===== src/rtl/result_streamer.sv =====
// Streams a block of bytes out of result memory to an Avalon-ST byte sink.
// Optional READBACK_CHECKSUM_EN appends one XOR checksum byte after the payload.
module result_streamer #(
  parameter int ADDR_W     = 16,
  parameter int RD_LATENCY = 1
) (
  input  logic              clk,
  input  logic              reset,
  input  logic              start,
  input  logic [ADDR_W-1:0] base_addr,
  input  logic [ADDR_W-1:0] length,
  output logic              mem_rd_en,
  output logic [ADDR_W-1:0] mem_addr,
  input  logic [7:0]        mem_rdata,
  output logic [7:0]        sink_data,
  output logic              sink_valid,
  input  logic              sink_ready,
  output logic              busy,
  output logic              done
);

  // The WAIT state assumes the memory returns data exactly one cycle after the strobe.
  generate
    if (RD_LATENCY != 1) begin : g_bad_latency
      $error("result_streamer: only RD_LATENCY == 1 is supported");
    end
  endgenerate

  typedef enum logic [2:0] {
    IDLE   = 3'd0,
    FETCH  = 3'd1,
    WAIT   = 3'd2,
    SEND   = 3'd3,
`ifdef READBACK_CHECKSUM_EN
    CSUM   = 3'd4,
`endif
    FINISH = 3'd5
  } state_t;

  state_t            state_reg, state_next;
  logic [ADDR_W-1:0] base_reg, base_next;
  logic [ADDR_W-1:0] len_reg, len_next;
  logic [ADDR_W-1:0] count_reg, count_next;
  logic [7:0]        data_reg, data_next;
  logic [ADDR_W:0]   count_inc;
`ifdef READBACK_CHECKSUM_EN
  logic [7:0]        csum_reg, csum_next;
`endif

  assign count_inc = {1'b0, count_reg} + 1'b1;
  assign mem_addr  = base_reg + count_reg;
  assign sink_data = data_reg;

  always_ff @(posedge clk or posedge reset) begin
    if (reset) begin
      state_reg <= IDLE;
      base_reg  <= '0;
      len_reg   <= '0;
      count_reg <= '0;
      data_reg  <= '0;
`ifdef READBACK_CHECKSUM_EN
      csum_reg  <= '0;
`endif
    end else begin
      state_reg <= state_next;
      base_reg  <= base_next;
      len_reg   <= len_next;
      count_reg <= count_next;
      data_reg  <= data_next;
`ifdef READBACK_CHECKSUM_EN
      csum_reg  <= csum_next;
`endif
    end
  end

  always_comb begin
    state_next = state_reg;
    base_next  = base_reg;
    len_next   = len_reg;
    count_next = count_reg;
    data_next  = data_reg;
`ifdef READBACK_CHECKSUM_EN
    csum_next  = csum_reg;
`endif
    mem_rd_en  = 1'b0;
    sink_valid = 1'b0;
    done       = 1'b0;
    busy       = (state_reg != IDLE);

    case (state_reg)
      IDLE: begin
        if (start) begin
          base_next  = base_addr;
          len_next   = length;
          count_next = '0;
`ifdef READBACK_CHECKSUM_EN
          csum_next  = '0;
`endif
          state_next = (length == '0) ? FINISH : FETCH;
        end
      end
      FETCH: begin
        mem_rd_en  = 1'b1;
        state_next = WAIT;
      end
      WAIT: begin
        data_next  = mem_rdata;
        state_next = SEND;
      end
      SEND: begin
        sink_valid = 1'b1;
        if (sink_ready) begin
          count_next = count_inc[ADDR_W-1:0];
`ifdef READBACK_CHECKSUM_EN
          csum_next  = csum_reg ^ data_reg;
`endif
          if (count_inc < {1'b0, len_reg}) begin
            state_next = FETCH;
          end else begin
`ifdef READBACK_CHECKSUM_EN
            // The checksum byte reuses the output register so the sink sees one data path.
            data_next  = csum_reg ^ data_reg;
            state_next = CSUM;
`else
            state_next = FINISH;
`endif
          end
        end
      end
`ifdef READBACK_CHECKSUM_EN
      CSUM: begin
        sink_valid = 1'b1;
        if (sink_ready) begin
          state_next = FINISH;
        end
      end
`endif
      FINISH: begin
        done       = 1'b1;
        state_next = IDLE;
      end
      default: begin
        state_next = IDLE;
      end
    endcase
  end

endmodule


===== config.mk =====
export PLATFORM = sky130hd
export DESIGN_NAME = result_streamer
export DESIGN_NICKNAME = d
export VERILOG_FILES = /design/src/rtl/result_streamer.sv
export SDC_FILE = /design/constraint.sdc
export NUM_CORES = 1
export LEC_CHECK = 0
export CAP_MARGIN = 20
export CORE_MARGIN = 5
export CORE_UTILIZATION = 50
export CTS_CLUSTER_DIAMETER = 100
export CTS_CLUSTER_SIZE = 10
export DETAILED_ROUTE_END_ITERATION = 8
export PLACE_DENSITY_LB_ADDON = 0.1
export SYNTH_ARGS = -nofsm -noshare
export SYNTH_HDL_FRONTEND = slang
export SYNTH_SLANG_ARGS = --single-unit
export TNS_END_PERCENT = 1

===== constraint.sdc =====
create_clock -name clk -period 3.4 [get_ports clk]
set_input_delay 0.51 -clock clk [delete_from_list [all_inputs] [get_ports clk]]
set_output_delay 0.51 -clock clk [all_outputs]
set_load 0.03 [all_outputs]

* Yosys cells after proc, flatten, opt, wreduce, memory -nomap -nowiden
Index checks and enable logic that the tools add are counted.
** Word-level totals
- Register bits after elaboration :: 59
- Bits of input ports :: 44
- Output and inout port bits :: 28
- Logic and storage cells :: 32
** Cells by class
- Add/sub/neg operators :: 2
- Order comparisons :: 1
- Equal/unequal tests :: 6
- Muxes and demuxes :: 11
- Reduce and logical (&&, ||, !) cells :: 7
** Operators with widths (number)
- $mux 16 :: 2
- $pmux 16 s2 :: 1
- $add 16x1->17 const B :: 1
- $lt 17x16->1 :: 1
- $add 16x16->16 :: 1
- $logic_not 16->1 :: 1
- $mux 3 :: 4
- $pmux 3 s4 :: 1
- $eq 3x2->1 const B :: 2
- $ne 2x2->1 const B :: 2
- $reduce_and 2->1 :: 2
- $eq 3x1->1 const B :: 1
- $eq 3x3->1 const B :: 1
- $logic_not 3->1 :: 1
- $mux 1 :: 3
- $reduce_and 3->1 :: 1
- $reduce_bool 3->1 :: 1
- $reduce_bool 2->1 :: 1

* Logic depth before layout (Yosys ltp)
- Depth after elaboration :: 5
- Mapped depth :: 13
- Mapped depth without buffers :: 13

* Worst setup path after synthesis
No wires, ideal clock.
- Kind :: reg-to-output
- Start :: reg count_reg[0]
- End :: out mem_addr[14]
- Arrival time :: 2340 ps
- Data required time :: 2890 ps
- Slack :: 550 ps
- Cell stages (with the launch flop) :: 10
- Path buffers :: 0
- Path through :: dfrtp_1 ha_1 inv_1 fa_1 inv_1 a21oi_1 o221ai_2 a32oi_1 a311oi_1 xor2_1
** On the way
- Cells in the longest elaborated chain, start to end :: 1
** RTL lines
- start, declared :: line 43 : logic [ADDR_W-1:0] count_reg, count_next;
- start signal, assigned :: line 68 : count_reg <= count_next;
- $add 16x16->16 :: line 51 : assign mem_addr = base_reg + count_reg;
- end, declared :: line 13 : output logic [ADDR_W-1:0] mem_addr,
Every way passes these cells.

* Worst setup path after layout
- Start :: reg count_reg[0]
- End :: out mem_addr[6]
Same word-level chain as after synthesis.

==> impl_summary.txt <==
----------------------------------------------------
[Logic synthesis]
  Async set-reset flop share out of synthesis ... 100%
  Cell types occupying the most area after synthesis ... sky130_fd_sc_hd__dfrtp_1 (41%), sky130_fd_sc_hd__ha_1 (11%), sky130_fd_sc_hd__mux2_1 (4.9%)
  Most numerous cell types in the synthesized netlist ... sky130_fd_sc_hd__dfrtp_1 (59), sky130_fd_sc_hd__nand2_1 (38), sky130_fd_sc_hd__ha_1 (31)
  Post-synth EDFFs ... 0
  Netlist area before placement ... 3640 um^2
  Synth Instances ... 368
  Synth Net Count ... 444
  Mean cell area of the mapped netlist ... 9.90 um^2
  Primary flip-flop cell chosen by synthesis mapping ... sky130_fd_sc_hd__dfrtp_1
  Post-synth cell types ... 49
  Most common cell in the netlist ... sky130_fd_sc_hd__dfrtp_1
  Sequential-to-total area share from yosys stat ... 40.5%
  Synth warnings ... 0
  Top cell type by total area after synthesis ... sky130_fd_sc_hd__dfrtp_1
  Flops & latches, synth ... 59
  Area share of the largest cell type after synthesis ... 40.5%

[Clock network]
  Number of sinks handled by clock tree synthesis ... 59
  TritonCTS Buffers ... 9
  Worst-Skew Late Latency ... 0.33 ns
  H-tree levels ... 3
  Clock tree from TritonCTS ... built
  Clk slew on worst S/H paths ... 0.07 ns
  Maximum buffer depth of the clock tree ... 2
  Clock Tree Root ... sky130_fd_sc_hd__clkbuf_8

[Finish]
  Count of filler cells inserted in the layout ... 613
  Final cell utilization of the core ... 64.6%
  Area occupied by multi-input gates ... 1990 um^2
  Layout cells sized above 1 ... 9.17%
  Final std cells w/o fill ... 546
  Reg area ... 1480 um^2
  P&R area growth vs syn ... 27.1%
  Final nets ... 518
  Number of diodes added for antenna fixing ... 0

[Floorplanning]
  Initial core utilization ... 50.8%
  Core Box Area ... 7180 um^2
  Ports ... 72
  Die area ... 9100 um^2
  Cell row count ... 31
  Height of the die ... 95.4 um
  Horizontal die dimension ... 95.4 um

[GRT]
  Antenna violations before repair ... 0
  Vias in the first global route ... 3001
  Wire length of the first global-routing pass ... 13800 um
  Pin count of the biggest net entering global routing ... 30
  Congestion Overflow GR ... 0
  Overall track demand over capacity in global routing ... 19.4%

[Placement]
  Number of buffers added on ports ... 71
  Hpwl dp ... 6300 um
  RD Place Congestion ... 0.824
  Cells after DPL ... 530

[Routing]
  WL per Instance ... 14.6 um
  Number of antenna-violating nets in the routed design ... 0
  Routed via count ... 2920
  Number of design rule violations left after detail routing ... 0
  Wire length reported by the detailed router ... 7990 um
  Number of iterations in the first detailed-routing pass ... 4
  Via density per instance ... 5.35
  Drt initial violations ... 77

[Pwr]
  Pint ... 2.23 mW
  Clock power frac ... 18.0%
  Leak ... 2.21 nW
  IR drop worst, VDD ... 0.728 mV
  Power share of the combinational group ... 52.3%
  NetSw ... 1.59 mW
  Power Dens Cells ... 823 nW/um^2
  Switch share ... 41.6%
  Portion of total power attributed to sequential cells ... 29.7%

[Critical path]
  Worst path cell trace ... ha_1, inv_1, fa_1, inv_1, a21oi_1, o221ai_2, xor2_1, clkdlybuf4s50_1
  Master of the slowest instance on the critical path ... sky130_fd_sc_hd__clkdlybuf4s50_1
  Worst setup path startpoint ... count_reg[0]
  RR Endpoint ... state_reg[2]
  Stage delay of the slowest cell on the critical path ... 0.69 ns
  Top delay family on crit path ... buffers and inverters
  Worst setup EP type ... primary output
  Flop2flop setup slack ... 0.48 ns
  Required time of the worst setup path ... 2.89 ns
  Setup Crit Path Kind ... register to primary output
  Largest fanout on the critical path ... 7
  Critical Path AT ... 2.71 ns
  Startpoint kind of the worst setup timing path ... register
  Crit path buffers/inverters ... 3
  Source of the worst register-to-register timing path ... count_reg[1]
  Worst Reg2Reg Path Length in Cells ... 11
  Crit path top cell by count ... sky130_fd_sc_hd__inv_1

[STA]
  Share of the cycle needed by the critical path after routing ... 94.6%
  Achievable Freq ... 311 MHz
  Number of failing hold endpoints at the final stage ... 0
  Post-layout min period ... 3.22 ns
  Max Transition Viols Final ... 0
  Setup violations, final ... 0
  Final Skew ... 0.00947 ns
  Slew HR ... 54.6%
  Setup repair after global routing missed its margin ... yes
  Pin slew with the least headroom to its limit ... 0.680 ns

[Job]
  Max-cap check violation count ... 0

[Status]
  Run status ... finished, final reports clean

[Min path]
  Hold Crit Class ... input pin to async pin

----------------------------------------------------
## power by group through the flow
| stage | clock (mW) | combinational, mW | sequential (mW) |
|---|---|---|---|
| after global routing | 0.737 | 2.19 | 1.17 |
| after floorplan | 0 | 1.29 | 1.19 |
| final | 0.685 | 2.00 | 1.13 |
| after CTS | 0.702 | 2.03 | 1.13 |
| after global placement | 0 | 1.99 | 1.14 |
| after detailed placement | 0 | 2.04 | 1.15 |
## cells in the final DEF, fill, tap and decap left out, types with 10 or more instances in the layout
master                             n
sky130_fd_sc_hd__and3_1           11
sky130_fd_sc_hd__dfrtp_1          58
sky130_fd_sc_hd__a21oi_1          22
sky130_fd_sc_hd__xor2_1           10
sky130_fd_sc_hd__xnor2_1          18
sky130_fd_sc_hd__o21ai_1          26
sky130_fd_sc_hd__nand2_1          38
sky130_fd_sc_hd__nor2_1           12
sky130_fd_sc_hd__ha_1             31
sky130_fd_sc_hd__inv_1            28
sky130_fd_sc_hd__clkdlybuf4s50_1  62
sky130_fd_sc_hd__mux2_1           16
## how the worst max path moves through the flow
| stage | to | slack [ns] | depth (start not counted) |
|---|---|---|---|
| after floorplan | mem_addr[14] | 0.55 | 9 |
| after global placement | mem_addr[12] | 0.25 | 10 |
| after detailed placement | mem_addr[12] | 0.17 | 10 |
| after CTS | mem_addr[9] | 0.03 | 7 |
| after global routing | mem_addr[14] | -0.007 | 10 |
| final | mem_addr[6] | 0.18 | 8 |
## logic make-up after synthesis
logic type	synth area share, %
flops	40.5
simple gates	12.7
buf+inv	5.05
xor+xnor	7.17
mux	7.42
compound gates	16.0
fa+ha+maj	11.2
## worst register-to-register path: cells and delay by family, from the launching register on
kind,cells,cell delay (ns)
AND/OR/NAND/NOR,3,0.59
flip-flops,1,0.42
XOR/XNOR,1,0.18
AO/OA/AOI/OAI,4,0.93
adder cells (fa/ha/maj),2,0.54
buffers and inverters,1,0.13
## cell type report
cell class / count / share of cell area [%]
clock inverters: 6 / 1.73
multi-input cells: 268 / 42.9
inverters: 29 / 2.35
flip-flops and latches: 59 / 31.9
repair buffers: 75 / 15.7
well taps: 99 / 2.67
clock buffers: 10 / 2.75
## layer usage
metal  wire (um)  vias to the layer above  track usage, %
li1            -                     1459               -
met1        3490                     1406            24.9
met3         242                       12            2.76
met5           0                        -               0
met4         134                        0            7.82
met2        4120                       43            32.7
## stage by stage
step                hold WS (ns)  TNS (ns)  power, mW  area (um^2)  setup slack (ns)
floorplan                  0.458         0       2.49         3640             0.550
global placement           0.482         0       3.13         4440             0.251
detailed placement         0.479         0       3.19         4440             0.165
CTS                        0.453         0       3.86         4640            0.0270
global route               0.475  -0.00661       4.09         4630          -0.00661
finish                     0.444         0       3.81         4630             0.182
## timing repair
action                     CTS  global route
hold endpoints to repair     0             0
gates resized for setup      6            10
buffers inserted             0             0
setup endpoints to repair    6            10
hold buffers                 0             0
pin swaps                    0             1
(Power assumes the default switching activity.)
